==> config.mk <==
export PLATFORM = sky130hd
export DESIGN_NAME = hsst_rx_lane_rst_fsm_flat
export DESIGN_NICKNAME = d
export VERILOG_FILES = /design/src/rtl/hsst_rx_rst_pkg.sv /design/src/rtl/hsst_rx_lane_rst_fsm_if.sv /design/src/rtl/hsst_rst_sync.sv /design/src/rtl/hsst_rx_lane_rst_fsm.sv /design/src/flat_wrapper.sv
export SDC_FILE = /design/constraint.sdc
export NUM_CORES = 1
export LEC_CHECK = 0
export CAP_MARGIN = 20
export CORE_ASPECT_RATIO = 0.8
export CORE_MARGIN = 1.5
export CORE_UTILIZATION = 45
export DETAILED_ROUTE_END_ITERATION = 10
export PLACE_DENSITY = 0.67
export SETUP_SLACK_MARGIN = 0.2
export SYNTH_ARGS = -nofsm -noshare
export SYNTH_HDL_FRONTEND = slang
export SYNTH_SLANG_ARGS = --single-unit
export TNS_END_PERCENT = 20
==> constraint.sdc <==
create_clock -name clk -period 2.97 [get_ports clk]
set_input_delay 0.594 -clock clk [delete_from_list [all_inputs] [get_ports clk]]
set_output_delay 0.594 -clock clk [all_outputs]
set_load 0.01 [all_outputs]
==> src/rtl/hsst_rx_rst_pkg.sv <==
// -----------------------------------------------------------------------------
// hsst_rx_rst_pkg
// Shared types for the HSST RX lane reset sequencer.
//   rx_state_e      : state codes, also visible on rx_st
//   rx_out_t        : registered lane reset / watchdog controls
//   decode_outputs  : Moore decode of a state into rx_out_t
//   RETRY_W         : width of the restart counter
// -----------------------------------------------------------------------------
package hsst_rx_rst_pkg;

   localparam int RETRY_W = 8;

   typedef enum logic [2:0] {
      WAIT_PLL = 3'd0,
      PMA_RST  = 3'd1,
      WAIT_CDR = 3'd2,
      PCS_RST  = 3'd3,
      DONE     = 3'd4
   } rx_state_e;

   typedef struct packed {
      logic pma_rx_rst;
      logic pcs_rx_rst;
      logic rx_done;
      logic wtchdg_clr;
      logic wtchdg_in;
   } rx_out_t;

   // WAIT_PLL values double as the reset values of the output registers.
   localparam rx_out_t RST_OUT = '{pma_rx_rst: 1'b1, pcs_rx_rst: 1'b1,
                                   rx_done: 1'b0, wtchdg_clr: 1'b1,
                                   wtchdg_in: 1'b0};

   function automatic rx_out_t decode_outputs(input rx_state_e st);
      rx_out_t o;
      o = RST_OUT;
      case (st)
         PMA_RST: o.wtchdg_clr = 1'b0;
         WAIT_CDR,
         PCS_RST: begin
            o.pma_rx_rst = 1'b0;
            o.wtchdg_clr = 1'b0;
         end
         DONE: o = '{pma_rx_rst: 1'b0, pcs_rx_rst: 1'b0, rx_done: 1'b1,
                     wtchdg_clr: 1'b0, wtchdg_in: 1'b1};
         default: o = RST_OUT;
      endcase
      return o;
   endfunction

endpackage

==> src/rtl/hsst_rx_lane_rst_fsm_if.sv <==
// -----------------------------------------------------------------------------
// hsst_rx_lane_rst_fsm_if
// Lane-side signals of the RX reset sequencer.
//   master : the sequencer (consumes lock/timeout, drives resets and status)
//   slave  : the lane/watchdog side
//   pll_lock, cdr_lock : asynchronous lock indications
//   wtchdg_rst_n_i     : watchdog timeout, active-low, synchronous to clk
//   pma_rx_rst, pcs_rx_rst, rx_done, wtchdg_clr_o, wtchdg_in_o, rx_st, retry_cnt
// -----------------------------------------------------------------------------
interface hsst_rx_lane_rst_fsm_if;
   import hsst_rx_rst_pkg::*;

   logic               pll_lock;
   logic               cdr_lock;
   logic               wtchdg_rst_n_i;
   logic               pma_rx_rst;
   logic               pcs_rx_rst;
   logic               rx_done;
   logic               wtchdg_clr_o;
   logic               wtchdg_in_o;
   logic [2:0]         rx_st;
   logic [RETRY_W-1:0] retry_cnt;

   modport master (
      input  pll_lock, cdr_lock, wtchdg_rst_n_i,
      output pma_rx_rst, pcs_rx_rst, rx_done, wtchdg_clr_o, wtchdg_in_o,
             rx_st, retry_cnt
   );

   modport slave (
      output pll_lock, cdr_lock, wtchdg_rst_n_i,
      input  pma_rx_rst, pcs_rx_rst, rx_done, wtchdg_clr_o, wtchdg_in_o,
             rx_st, retry_cnt
   );

endinterface

==> src/rtl/hsst_rst_sync.sv <==
// -----------------------------------------------------------------------------
// hsst_rst_sync
// Generic 2-flop synchronizer, async active-low reset to 0.
//   clk, rst_n : clock / reset
//   d          : asynchronous input
//   q          : d re-timed to clk, two edges later
// -----------------------------------------------------------------------------
module hsst_rst_sync (
   input  logic clk,
   input  logic rst_n,
   input  logic d,
   output logic q
);

   logic [1:0] sync_q;

   // NOTE: sequential state uses non-blocking assignments so every flop
   // samples the pre-edge value of its neighbour.
   always_ff @(posedge clk or negedge rst_n) begin
      if (!rst_n) sync_q <= '0;
      else        sync_q <= {sync_q[0], d};
   end

   assign q = sync_q[1];

endmodule

==> src/rtl/hsst_rx_lane_rst_fsm.sv <==
// -----------------------------------------------------------------------------
// hsst_rx_lane_rst_fsm
// Per-lane HSST RX reset sequencer: PLL lock -> PMA reset pulse -> stable CDR
// lock -> PCS reset pulse -> done. Restarts on watchdog timeout, PLL or CDR loss.
//   clk, rst_n : lane reference clock, async active-low reset
//   lane       : hsst_rx_lane_rst_fsm_if.master (locks, timeout, resets, status)
// -----------------------------------------------------------------------------
module hsst_rx_lane_rst_fsm
   import hsst_rx_rst_pkg::*;
#(
   parameter int PMA_RST_CYC     = 32,
   parameter int PCS_RST_CYC     = 16,
   parameter int LOCK_STABLE_CYC = 1024,
   parameter int CNT_WIDTH       = 11
) (
   input  logic                   clk,
   input  logic                   rst_n,
   hsst_rx_lane_rst_fsm_if.master lane
);

   localparam logic [CNT_WIDTH-1:0] PMA_LAST  = CNT_WIDTH'(PMA_RST_CYC - 1);
   localparam logic [CNT_WIDTH-1:0] PCS_LAST  = CNT_WIDTH'(PCS_RST_CYC - 1);
   localparam logic [CNT_WIDTH-1:0] LOCK_LAST = CNT_WIDTH'(LOCK_STABLE_CYC - 1);

   logic pll_lock_s;
   logic cdr_lock_s;

   hsst_rst_sync u_pll_sync (.clk(clk), .rst_n(rst_n), .d(lane.pll_lock), .q(pll_lock_s));
   hsst_rst_sync u_cdr_sync (.clk(clk), .rst_n(rst_n), .d(lane.cdr_lock), .q(cdr_lock_s));

   rx_state_e            state_q, state_d;
   logic [CNT_WIDTH-1:0] cnt_q, cnt_d;
   logic [RETRY_W-1:0]   retry_q, retry_d;
   rx_out_t              out_q, out_d;
   logic                 pll_loss;
   logic                 wd_restart;

   // NOTE: every signal written here gets a default first, so no path
   // leaves one unassigned and no latch is inferred.
   always_comb begin
      state_d    = state_q;
      retry_d    = retry_q;
      cnt_d      = '0;
      pll_loss   = (state_q != WAIT_PLL) && !pll_lock_s;
      // Timeout is ignored in WAIT_PLL (watchdog held cleared) and in DONE
      // (kick holds it idle); PLL loss outranks it.
      wd_restart = !pll_loss && !lane.wtchdg_rst_n_i &&
                   (state_q inside {PMA_RST, WAIT_CDR, PCS_RST});

      if (pll_loss) begin
         state_d = WAIT_PLL;
      end else if (wd_restart) begin
         state_d = PMA_RST;
         if (retry_q != '1) retry_d = retry_q + 1'b1;
      end else begin
         case (state_q)
            WAIT_PLL: if (pll_lock_s) state_d = PMA_RST;
            PMA_RST:  if (cnt_q == PMA_LAST) state_d = WAIT_CDR;
            WAIT_CDR: if (cdr_lock_s && cnt_q == LOCK_LAST) state_d = PCS_RST;
            PCS_RST: begin
               if (!cdr_lock_s)            state_d = WAIT_CDR;
               else if (cnt_q == PCS_LAST) state_d = DONE;
            end
            DONE:     if (!cdr_lock_s) state_d = WAIT_CDR;
            default:  state_d = WAIT_PLL;
         endcase
      end

      // Counter restarts on any state change and on a watchdog re-entry of
      // PMA_RST; in WAIT_CDR it only accumulates consecutive lock cycles.
      if (!wd_restart && state_d == state_q) begin
         case (state_q)
            PMA_RST,
            PCS_RST:  cnt_d = cnt_q + 1'b1;
            WAIT_CDR: cnt_d = cdr_lock_s ? cnt_q + 1'b1 : '0;
            default:  cnt_d = '0;
         endcase
      end

      // Outputs decode the next state so they switch on the same edge as rx_st.
      out_d = decode_outputs(state_d);
   end

   always_ff @(posedge clk or negedge rst_n) begin
      if (!rst_n) begin
         state_q <= WAIT_PLL;
         cnt_q   <= '0;
         retry_q <= '0;
         out_q   <= RST_OUT;
      end else begin
         state_q <= state_d;
         cnt_q   <= cnt_d;
         retry_q <= retry_d;
         out_q   <= out_d;
      end
   end

   assign lane.pma_rx_rst   = out_q.pma_rx_rst;
   assign lane.pcs_rx_rst   = out_q.pcs_rx_rst;
   assign lane.rx_done      = out_q.rx_done;
   assign lane.wtchdg_clr_o = out_q.wtchdg_clr;
   assign lane.wtchdg_in_o  = out_q.wtchdg_in;
   assign lane.rx_st        = state_q;
   assign lane.retry_cnt    = retry_q;

endmodule

==> src/flat_wrapper.sv <==
// flat-port wrapper written by rule: the top's interface ports become plain ports
module hsst_rx_lane_rst_fsm_flat import hsst_rx_rst_pkg::*;
#(
   parameter int PMA_RST_CYC     = 32,
   parameter int PCS_RST_CYC     = 16,
   parameter int LOCK_STABLE_CYC = 1024,
   parameter int CNT_WIDTH       = 11
)
  (clk, rst_n, lane_pll_lock, lane_cdr_lock, lane_wtchdg_rst_n_i, lane_pma_rx_rst, lane_pcs_rx_rst, lane_rx_done, lane_wtchdg_clr_o, lane_wtchdg_in_o, lane_rx_st, lane_retry_cnt);
  hsst_rx_lane_rst_fsm_if lane_i ();
  input  logic clk;
  input  logic rst_n;
  input wire logic [$bits(lane_i.pll_lock)-1:0] lane_pll_lock;
  input wire logic [$bits(lane_i.cdr_lock)-1:0] lane_cdr_lock;
  input wire logic [$bits(lane_i.wtchdg_rst_n_i)-1:0] lane_wtchdg_rst_n_i;
  output wire logic [$bits(lane_i.pma_rx_rst)-1:0] lane_pma_rx_rst;
  output wire logic [$bits(lane_i.pcs_rx_rst)-1:0] lane_pcs_rx_rst;
  output wire logic [$bits(lane_i.rx_done)-1:0] lane_rx_done;
  output wire logic [$bits(lane_i.wtchdg_clr_o)-1:0] lane_wtchdg_clr_o;
  output wire logic [$bits(lane_i.wtchdg_in_o)-1:0] lane_wtchdg_in_o;
  output wire logic [$bits(lane_i.rx_st)-1:0] lane_rx_st;
  output wire logic [$bits(lane_i.retry_cnt)-1:0] lane_retry_cnt;
  assign lane_i.pll_lock = lane_pll_lock;
  assign lane_i.cdr_lock = lane_cdr_lock;
  assign lane_i.wtchdg_rst_n_i = lane_wtchdg_rst_n_i;
  assign lane_pma_rx_rst = lane_i.pma_rx_rst;
  assign lane_pcs_rx_rst = lane_i.pcs_rx_rst;
  assign lane_rx_done = lane_i.rx_done;
  assign lane_wtchdg_clr_o = lane_i.wtchdg_clr_o;
  assign lane_wtchdg_in_o = lane_i.wtchdg_in_o;
  assign lane_rx_st = lane_i.rx_st;
  assign lane_retry_cnt = lane_i.retry_cnt;
  hsst_rx_lane_rst_fsm #(.PMA_RST_CYC(PMA_RST_CYC), .PCS_RST_CYC(PCS_RST_CYC), .LOCK_STABLE_CYC(LOCK_STABLE_CYC), .CNT_WIDTH(CNT_WIDTH)) u_core (.clk(clk), .rst_n(rst_n), .lane(lane_i));
endmodule
# == Yosys cells after proc, flatten, opt, wreduce, memory -nomap -nowiden ==
# Index checks and enable logic that the tools add are counted.
# op_classes
n_addsub,2
mux,16
eq_ne,13
reduce_logical,16
bitwise_logic,1
# op_table
op,n
$mux W3,8
$mux W11,2
$pmux W11 S2,1
$pmux W3 S5,1
$eq A3 B2 Y1 const B,4
$add A11 B1 Y11 const B,1
$eq A11 B10 Y1 const B,1
$eq A11 B4 Y1 const B,1
$eq A11 B5 Y1 const B,1
$add A8 B1 Y8 const B,1
$ne A8 B8 Y1 const B,1
$eq A3 B1 Y1 const B,2
$eq A3 B3 Y1 const B,2
$reduce_bool A3 Y1,2
$logic_and A1 B1 Y1,5
$logic_not A1 Y1,4
$reduce_or A4 Y1,1
$eq A3 B3 Y1,1
$logic_not A3 Y1,1
$mux W1,3
$reduce_and A3 Y1,1
$reduce_or A3 Y1,1
$mux W2,1
$reduce_or A2 Y1,1
$not A1 Y1,1
# totals
in_bits,5
out_inout_bits,16
register_bits,31
wordCells,58

# == Longest topological paths before layout ==
# Gate-level depths: netlist of run 1.
# depth
word_depth,10
depth_mapped,8
mapped_depth_nobuf,6

# == Modules after synthesis ==
# A second synthesis of run 1 with hierarchy kept.
# hier_totals
hier_cells,150
area_unflattened_um2,1564.0
# modules_own_cells
module,n_inst,seq_area_each_um2,cells_each,area_each_um2
hsst_rx_lane_rst_fsm,1,654.4,146,1463.9
hsst_rst_sync,2,50.0,2,50.0

# == Least setup slack after synthesis of run 1 ==
# Ideal clock, no wire load.
# synth_path
kind,flip-flop to flip-flop
from,register u_core.cnt_q[5]
to,register u_core.cnt_q[2]
setup_slack_ns,0.857
setup_ns,0.126
required_time_ns,2.844
path_stages_with_launch,7
t_arrival_ns,1.987
synth_period_minus_slack_ns,2.113
n_path_buf,1
path_cell_list,dfrtp_1 -> or4b_1 -> a32o_2 -> o311a_1 -> nor3_2 -> buf_6 -> nor4_1
# synth_between
elab_chain_len,9
word_cells_on_any_way,14
cone_classes,4 x eq/ne; 8 x mux; 2 x reduce/logical
# synth_rtl
item,line,source
"start, declared",hsst_rx_lane_rst_fsm.sv:32,"logic [CNT_WIDTH-1:0] cnt_q, cnt_d;"
"start signal, assigned",hsst_rx_lane_rst_fsm.sv:92,cnt_q <= cnt_d;
$eq A11 B4 Y1 / $eq A11 B10 Y1 (equally long branches),"hsst_rx_lane_rst_fsm.sv:62, hsst_rx_lane_rst_fsm.sv:59",
$mux W3 / $logic_and A1 B1 Y1 (equally long branches),"hsst_rx_lane_rst_fsm.sv:62, hsst_rx_lane_rst_fsm.sv:59",
$mux W3 (on tied branches),"hsst_rx_lane_rst_fsm.sv:61, hsst_rx_lane_rst_fsm.sv:59",
$pmux W3 S5 (*),hsst_rx_lane_rst_fsm.sv:56,case (state_q)
$mux W3 (*),hsst_rx_lane_rst_fsm.sv:52,end else if (wd_restart) begin
$mux W3 (*),hsst_rx_lane_rst_fsm.sv:50,if (pll_loss) begin
$eq A3 B3 Y1 (*),hsst_rx_lane_rst_fsm.sv:71,if (!wd_restart && state_d == state_q) begin
$logic_and A1 B1 Y1 (*),hsst_rx_lane_rst_fsm.sv:71,
$mux W11 (*),hsst_rx_lane_rst_fsm.sv:71,
named net u_core.cnt_d[2],hsst_rx_lane_rst_fsm.sv:32,
# Mark *: on every way through the listed nets, which the timed path passes. The rest lies on a longest branch.
# A chain may end at the register's enable or synchronous reset.

# == Worst setup path in the final report of run 1 ==
# layout_path
from,"register u_core.state_q[0], in the netlist u_core.lane.rx_st[0]"
to,register u_core.cnt_q[7]
# layout_between
elab_chain_len,10
word_cells_on_any_way,26
cone_classes,5 x eq/ne; 11 x mux; 10 x reduce/logical
# layout_rtl
item,line,source
"start, declared",hsst_rx_lane_rst_fsm.sv:31,"rx_state_e state_q, state_d;"
"start signal, assigned",hsst_rx_lane_rst_fsm.sv:91,state_q <= state_d;
branches (longest 6 deep; another with $pmux W3 S5),n/a,
$mux W3 (*),hsst_rx_lane_rst_fsm.sv:50,
named net u_core.state_d[1],hsst_rx_lane_rst_fsm.sv:31,
$eq A3 B3 Y1 (*),hsst_rx_lane_rst_fsm.sv:71,
$logic_and A1 B1 Y1 (*),hsst_rx_lane_rst_fsm.sv:71,
$mux W11 (*),hsst_rx_lane_rst_fsm.sv:71,
named net u_core.cnt_d[7],hsst_rx_lane_rst_fsm.sv:32,
# Mark *: on every way through the listed nets, which the timed path passes.

==> results of run 1 <==
## cells in the final DEF, fill, tap and decap left out, drive strengths merged, types with 4 or more instances in the layout
cell | Yosys | layout
dfrtp | 27 | 27
nor3 | 4 | 4
o21ai | 4 | 4
xnor2 | 7 | 7
nand3 | 5 | 5
nor2 | 4 | 4
nor4 | 13 | 13
clkbuf | 2 | 6
xor2 | 9 | 9
a21oi | 5 | 5
clkdlybuf4s50 | 0 | 20
nand4 | 7 | 7
and4 | 4 | 4
nand2 | 7 | 7
## registers in the layout, summed over array words and instances (netlist names)
signal and cells:
u_core.cnt_q 11, u_core.lane.wtchdg_clr_o 1, u_core.lane.rx_st 3, u_core.lane.pcs_rx_rst 1
u_core.u_cdr_sync.sync_q 2, u_core.lane.rx_done 1, u_core.lane.pma_rx_rst 1, u_core.u_pll_sync.sync_q 2
u_core.lane.retry_cnt 8
## cells by family after synthesis
kind of cell,synth area share
AO/OA/AOI/OAI,0.111
XOR/XNOR,0.0904
adder cells (fa/ha/maj),0.0161
buffers and inverters,0.0412
flip-flops,0.487
multiplexers,0.00726
AND/OR/NAND/NOR,0.247
## layer usage
| metal | wire (µm) | share of wire |
|---|---|---|
| met3 | 138 | 0.041 |
| met5 | 0 | 0 |
| met1 | 1610 | 0.48 |
| met4 | 29 | 0.0086 |
| met2 | 1570 | 0.47 |
## layout make-up
class,instances,area [µm²],share of cell area
Clock inverter,2,60.1,0.0315
Clock buffer,6,82.6,0.0433
Timing Repair Buffer,22,215,0.113
Multi-Input combinational cell,99,732,0.384
Tap cell,40,50.0,0.0263
Sequential cell,30,754,0.396
Inverter,3,11.3,0.00591
## report_power, final
part | total (W) | switching [W] | internal, W
Clock | 0.000513 | 0.000155 | 0.000358
Sequential | 0.000527 | 0.0000695 | 0.000457
Combinational | 0.000270 | 0.000129 | 0.000142
## worst max path at each step
stage	startpoint	to	slack, ps	cells past startpoint
after CTS	u_core.cnt_q[0]	u_core.cnt_q[7]	620	6
final	u_core.lane.rx_st[0]	u_core.cnt_q[7]	600	5
after global routing	u_core.cnt_q[0]	u_core.cnt_q[1]	420	6
after global placement	lane_wtchdg_rst_n_i	u_core.cnt_q[2]	540	7
after floorplan	u_core.cnt_q[5]	u_core.cnt_q[2]	860	6
after detailed placement	lane_wtchdg_rst_n_i	u_core.cnt_q[1]	490	7
## per-stage QoR
stage / setup WS [ps] / power, W / hold WS [ps]
after floorplan: 857 / 0.000678 / 298
after global placement: 537 / 0.000792 / 333
after detailed placement: 488 / 0.000802 / 336
after CTS: 618 / 0.00132 / 352
after global routing: 421 / 0.00138 / 359
final: 604 / 0.00131 / 349
==> out/qor.txt, run 1 <==
final wirelength: 3.35 mm
peak per-stage delay on the critical path: 600 ps
Synth top area share: 0.436
row count: 18
GP Congestion: 0.808
ys async rst share: 1.00
Vias: 1,204
total CTS buffers: 5
Cells after Synth: 140
cells along the critical path: or3b_2 > nor4_1 > o31a_1 > o21a_1 > nor4_1
Peak supply drop: 0.378 mV
Lkg Pwr: 0.765 nW
layout cell share with drive strength beyond 1: 0.142
final setup fails: 0
most used cell, CP: nor4_1
Die H: 55.5 µm
# H-tree levels: 2
final std cells w/o fill: 202
drt pass-1 iters: 6
syn avg cell area: 11.1 µm²
clock period minus worst slack: 2370 ps
Post-synth top cells: dfrtp_1, nor4_1, xor2_1
Reg clk slew, reported paths: 70 ps
hold path depth: 0
Critical Path Fanout Max: 14
dpl cells: 194
CP startpoint kind: register
Worst Path Required: 3110 ps
unrepaired setup endpoints after global routing: false
Max Cap Viol: 0
post-route ant nets: 0
global-route wire length before repair: 5.84 mm
Post-synth EDFFs: 0
WS Path Type: register to register
CP max stage cell: dfrtp_1
initial antenna violation count: 0
largest net degree at the start of global routing: 31
Core Box Area: 3180 µm²
CTS tree: built
post-cts resize count: 0
number of buffers inserted by hold repair at cts: 0
dpl hpwl: 2.29 mm
Post-Syn Nets: 147
final design utilization: 0.600
Top delay family on crit path: simple AND/OR/NAND/NOR gates
CTS sink cnt: 30
Yosys reg bits: 30
reg2reg path depth: 5
most common cell in the netlist: dfrtp_1
Seq/Total Area, Yosys: 0.487
Slew headroom: 0.593
Bufs and invs on worst path: 0
GR peak layer: met1
Netlist cell types: 48
status: completed
ys flop type: dfrtp_1
Top Ports: 21
setup_tns: 0 ps
Tot GR Track Use: 0.207
Hold Path End: u_core.u_pll_sync.sync_q[1]
wire per inst: 16.6 µm
Max Fclk: 423 MHz
Max Clock Skew: 3.70 ps
RR Endpoint: u_core.cnt_q[7]
Port Buf Inserts: 20
chip width: 68.6 µm
worst skew pair latency: 280 ps
Pwr per Cell Area: 688 nW/µm²
clk buf depth: 2
nets: 168
Ys Warns: 0
setup bufs post-CTS: 0
Final Hold Violating Endpoints: 0
met2 Usage GRT: 0.295
post-placement cell area: 1760 µm²
worst slew pin tran: 610 ps
reg-to-reg startpoint: u_core.lane.rx_st[0]
Root Buffer: clkbuf_8
die area: 3810 µm²
Setup crit end kind: register
top post-synthesis cells by area: dfrtp_1, dfstp_2, xor2_1
DRC: 0
DR iter-0 viols: 60
Yosys top cell by area: dfrtp_1
Final period util: 0.797
Mapped Area: 1550 µm²
Initial Utilization: 0.488
hold_sp: u_core.u_pll_sync.sync_q[0]
vias in the first global route: 1,200
Worst R2R Setup Slack: 600 ps
met3 usage: 0.0489
WP data arrival: 2500 ps
fillers: 258
Worst Hold Class: register to register
post-route design area: 1910 µm²
synth-to-layout area growth: 22.9%
Vias/cell: 5.96
total grt overflow: 0
Max Slew Vio Count: 0
met1 GRT Util: 0.306
antenna cells: 0
Note: power is estimated with default switching activity, not from simulation.
==> run 2, diff against run 1 <==
--- a/config.mk
+++ b/config.mk
@@ -10,7 +10,7 @@
 export CORE_MARGIN = 1.5
 export CORE_UTILIZATION = 45
 export DETAILED_ROUTE_END_ITERATION = 10
-export PLACE_DENSITY = 0.67
+export PLACE_DENSITY = 0.7
 export SETUP_SLACK_MARGIN = 0.2
 export SYNTH_ARGS = -nofsm -noshare
 export SYNTH_HDL_FRONTEND = slang
==> constraint.sdc (replaced) <==
create_clock -name clk -period 2.09 [get_ports clk]
set_input_delay 0.418 -clock clk [delete_from_list [all_inputs] [get_ports clk]]
set_output_delay 0.418 -clock clk [all_outputs]
set_load 0.01 [all_outputs]
==> out/qor.txt, run 2 (same netlist as run 1, synthesis figures left out) <==
status: finished with violations (was completed)
failing checks: setup timing
Die H: 55.5 µm (unchanged)
number of buffers inserted by hold repair at cts: 0 (unchanged)
Setup crit end kind: register (unchanged)
final design utilization: 0.638 (was 0.600)
Min Hold Slack: 348 ps (was 349 ps)
Slew headroom: 0.749 (was 0.593)
Reg clk slew, reported paths: 60 ps (was 70 ps)
Peak supply drop: 0.662 mV (was 0.378 mV)
Core Box Area: 3180 µm² (unchanged)
max FFs per register: 11 (unchanged)
Lkg Pwr: 0.829 nW (was 0.765 nW)
synth-to-layout area growth: 30.7% (was 22.9%)
total grt overflow: 0 (unchanged)
row count: 18 (unchanged)
CP max stage cell: or4b_4 (was dfrtp_1)
clk buf depth: 2 (unchanged)
final setup fails: 7 (was 0)
die area: 3810 µm² (unchanged)
most frequent cells in the layout: dfrtp_1, clkdlybuf4s50_1, buf_4 (was dfrtp_1, clkdlybuf4s50_1, nor4_1)
Final period util: 1.01 (was 0.797)
antenna cells: 0 (unchanged)
wire per inst: 15.9 µm (was 16.6 µm)
DR iter-0 viols: 94 (was 60)
Max Fclk: 475 MHz (was 423 MHz)
# H-tree levels: 2 (unchanged)
Vias: 1,252 (was 1,204)
Top delay family on crit path: simple AND/OR/NAND/NOR gates (unchanged)
GP Congestion: 0.840 (was 0.808)
DRC: 0 (unchanged)
area occupied by multi-input gates: 787 µm² (was 732 µm²)
Top Ports: 21 (unchanged)
CTS sink cnt: 30 (unchanged)
layout cell share with drive strength beyond 1: 0.271 (was 0.142)
largest register by flop count: u_core.cnt_q (unchanged)
Initial Utilization: 0.488 (unchanged)
Pwr per Cell Area: 809 nW/µm² (was 688 nW/µm²)
total CTS buffers: 5 (unchanged)
Worst Hold Class: register to register (unchanged)
Port Buf Inserts: 20 (unchanged)
cells along the critical path: or4b_4 > a32o_2 > o311a_1 > nor3_2 > buf_6 > nor4_1 (was or3b_2 > nor4_1 > o31a_1 > o21a_1 > nor4_1)
Tot GR Track Use: 0.209 (was 0.207)
Vias/cell: 5.77 (was 5.96)
WS Path Type: register to register (unchanged)
fillers: 249 (was 258)
final wirelength: 3.44 mm (was 3.35 mm)
register area: 754 µm² (unchanged)
worst setup margin: -15.4 ps (was 604 ps)
Worst Path Required: 2240 ps (was 3110 ps)
clock period minus worst slack: 2110 ps (was 2370 ps)
worst skew pair latency: 280 ps (about the same)
post-route ant nets: 0 (unchanged)
WP data arrival: 2260 ps (was 2500 ps)
largest net degree at the start of global routing: 31 (unchanged)
vias in the first global route: 1,218 (was 1,200)
chip width: 68.6 µm (unchanged)
peak per-stage delay on the critical path: 520 ps (was 600 ps)
CP startpoint kind: register (unchanged)
worst slew pin tran: 376 ps (was 610 ps)
Max Clock Skew: 4.34 ps (was 3.70 ps)
Root Buffer: clkbuf_8 (unchanged)
Critical Path Fanout Max: 11 (was 14)
global-route wire length before repair: 5.82 mm (was 5.84 mm)
Max Cap Viol: 0 (unchanged)
Max Slew Vio Count: 0 (unchanged)
CTS tree: built (unchanged)
drt pass-1 iters: 4 (was 6)
dpl hpwl: 2.41 mm (was 2.29 mm)
initial antenna violation count: 0 (unchanged)
setup bufs post-CTS: 0 (unchanged)
nets: 183 (was 168)
most common cell after layout, fill and taps aside: dfrtp_1 (unchanged)
setup_tns: -60.5 ps (was 0 ps)
Final Hold Violating Endpoints: 0 (unchanged)
dpl ws: -113 ps (was 488 ps)
Bufs and invs on worst path: 1 (was 0)
unrepaired setup endpoints after global routing: true (was false)
run 2: cell count changes in the layout (fill, tap and decap cells not counted), sizes merged:
cell    before  now
clkinv       0    1
clkbuf       6    7
buf          2   17
bufinv       2    0
run 2: per-layer routing:
| layer | vias up | GRT usage | share of wire |
|---|---|---|---|
| met3 | 5 | 0.0611 | 0.054 |
| met4 | 0 | 0.0886 | 0.012 |
| li1 | 601 | - | - |
| met1 | 611 | 0.297 | 0.46 |
| met2 | 35 | 0.294 | 0.47 |
| met5 | - | 0 | 0 |
run 2: what timing repair did:
| item | in CTS | in global routing |
|---|---|---|
| hold endpoints to repair | 0 | 0 |
| cloned | 0 | 0 |
| endpoints found under the setup margin | 12 | 15 |
| pin swaps | 4 | 1 |
| resized for setup | 4 | 8 |
run 2: metrics by stage:
stage,cells,power [W],cell area (µm²)
2_1_floorplan,140,0.000964,1550
3_3_place_gp,209,0.00114,1880
3_5_place_dp,209,0.00116,1880
4_1_cts,217,0.00165,1980
5_1_grt,217,0.00174,2030
6_report,217,0.00164,2030
run 2: final cells by class:
| cell class | instances | share of cell area |
|---|---|---|
| sequential | 30 | 0.372 |
| clock buffer | 7 | 0.0426 |
| clock inverter | 1 | 0.00247 |
| tap | 40 | 0.0247 |
| multi-input combinational | 99 | 0.389 |
| timing repair buffer | 37 | 0.164 |
| inverter | 3 | 0.00556 |
run 2: path summary, 6_finish.rpt:
path                                        startpoint                           to  slack, ps  depth (start not counted)
max reg2reg                            u_core.cnt_q[5]              u_core.cnt_q[9]        -20                          6
min                        u_core.u_cdr_sync.sync_q[0]  u_core.u_cdr_sync.sync_q[1]        350                          0
min reg2reg                u_core.u_cdr_sync.sync_q[0]  u_core.u_cdr_sync.sync_q[1]        350                          0
max in group asynchronous                        rst_n     u_core.lane.wtchdg_clr_o       1260                          2
max                                    u_core.cnt_q[5]              u_core.cnt_q[9]        -20                          6
min in group asynchronous                        rst_n              u_core.cnt_q[5]        510                          2
run 2: power breakdown:
group          total [W]  switching, W  internal, W  leakage [nW]
Combinational   0.000440      0.000214     0.000225         0.394
Clock           0.000471      0.000207     0.000265        0.0482
Sequential      0.000727     0.0000766     0.000651         0.387
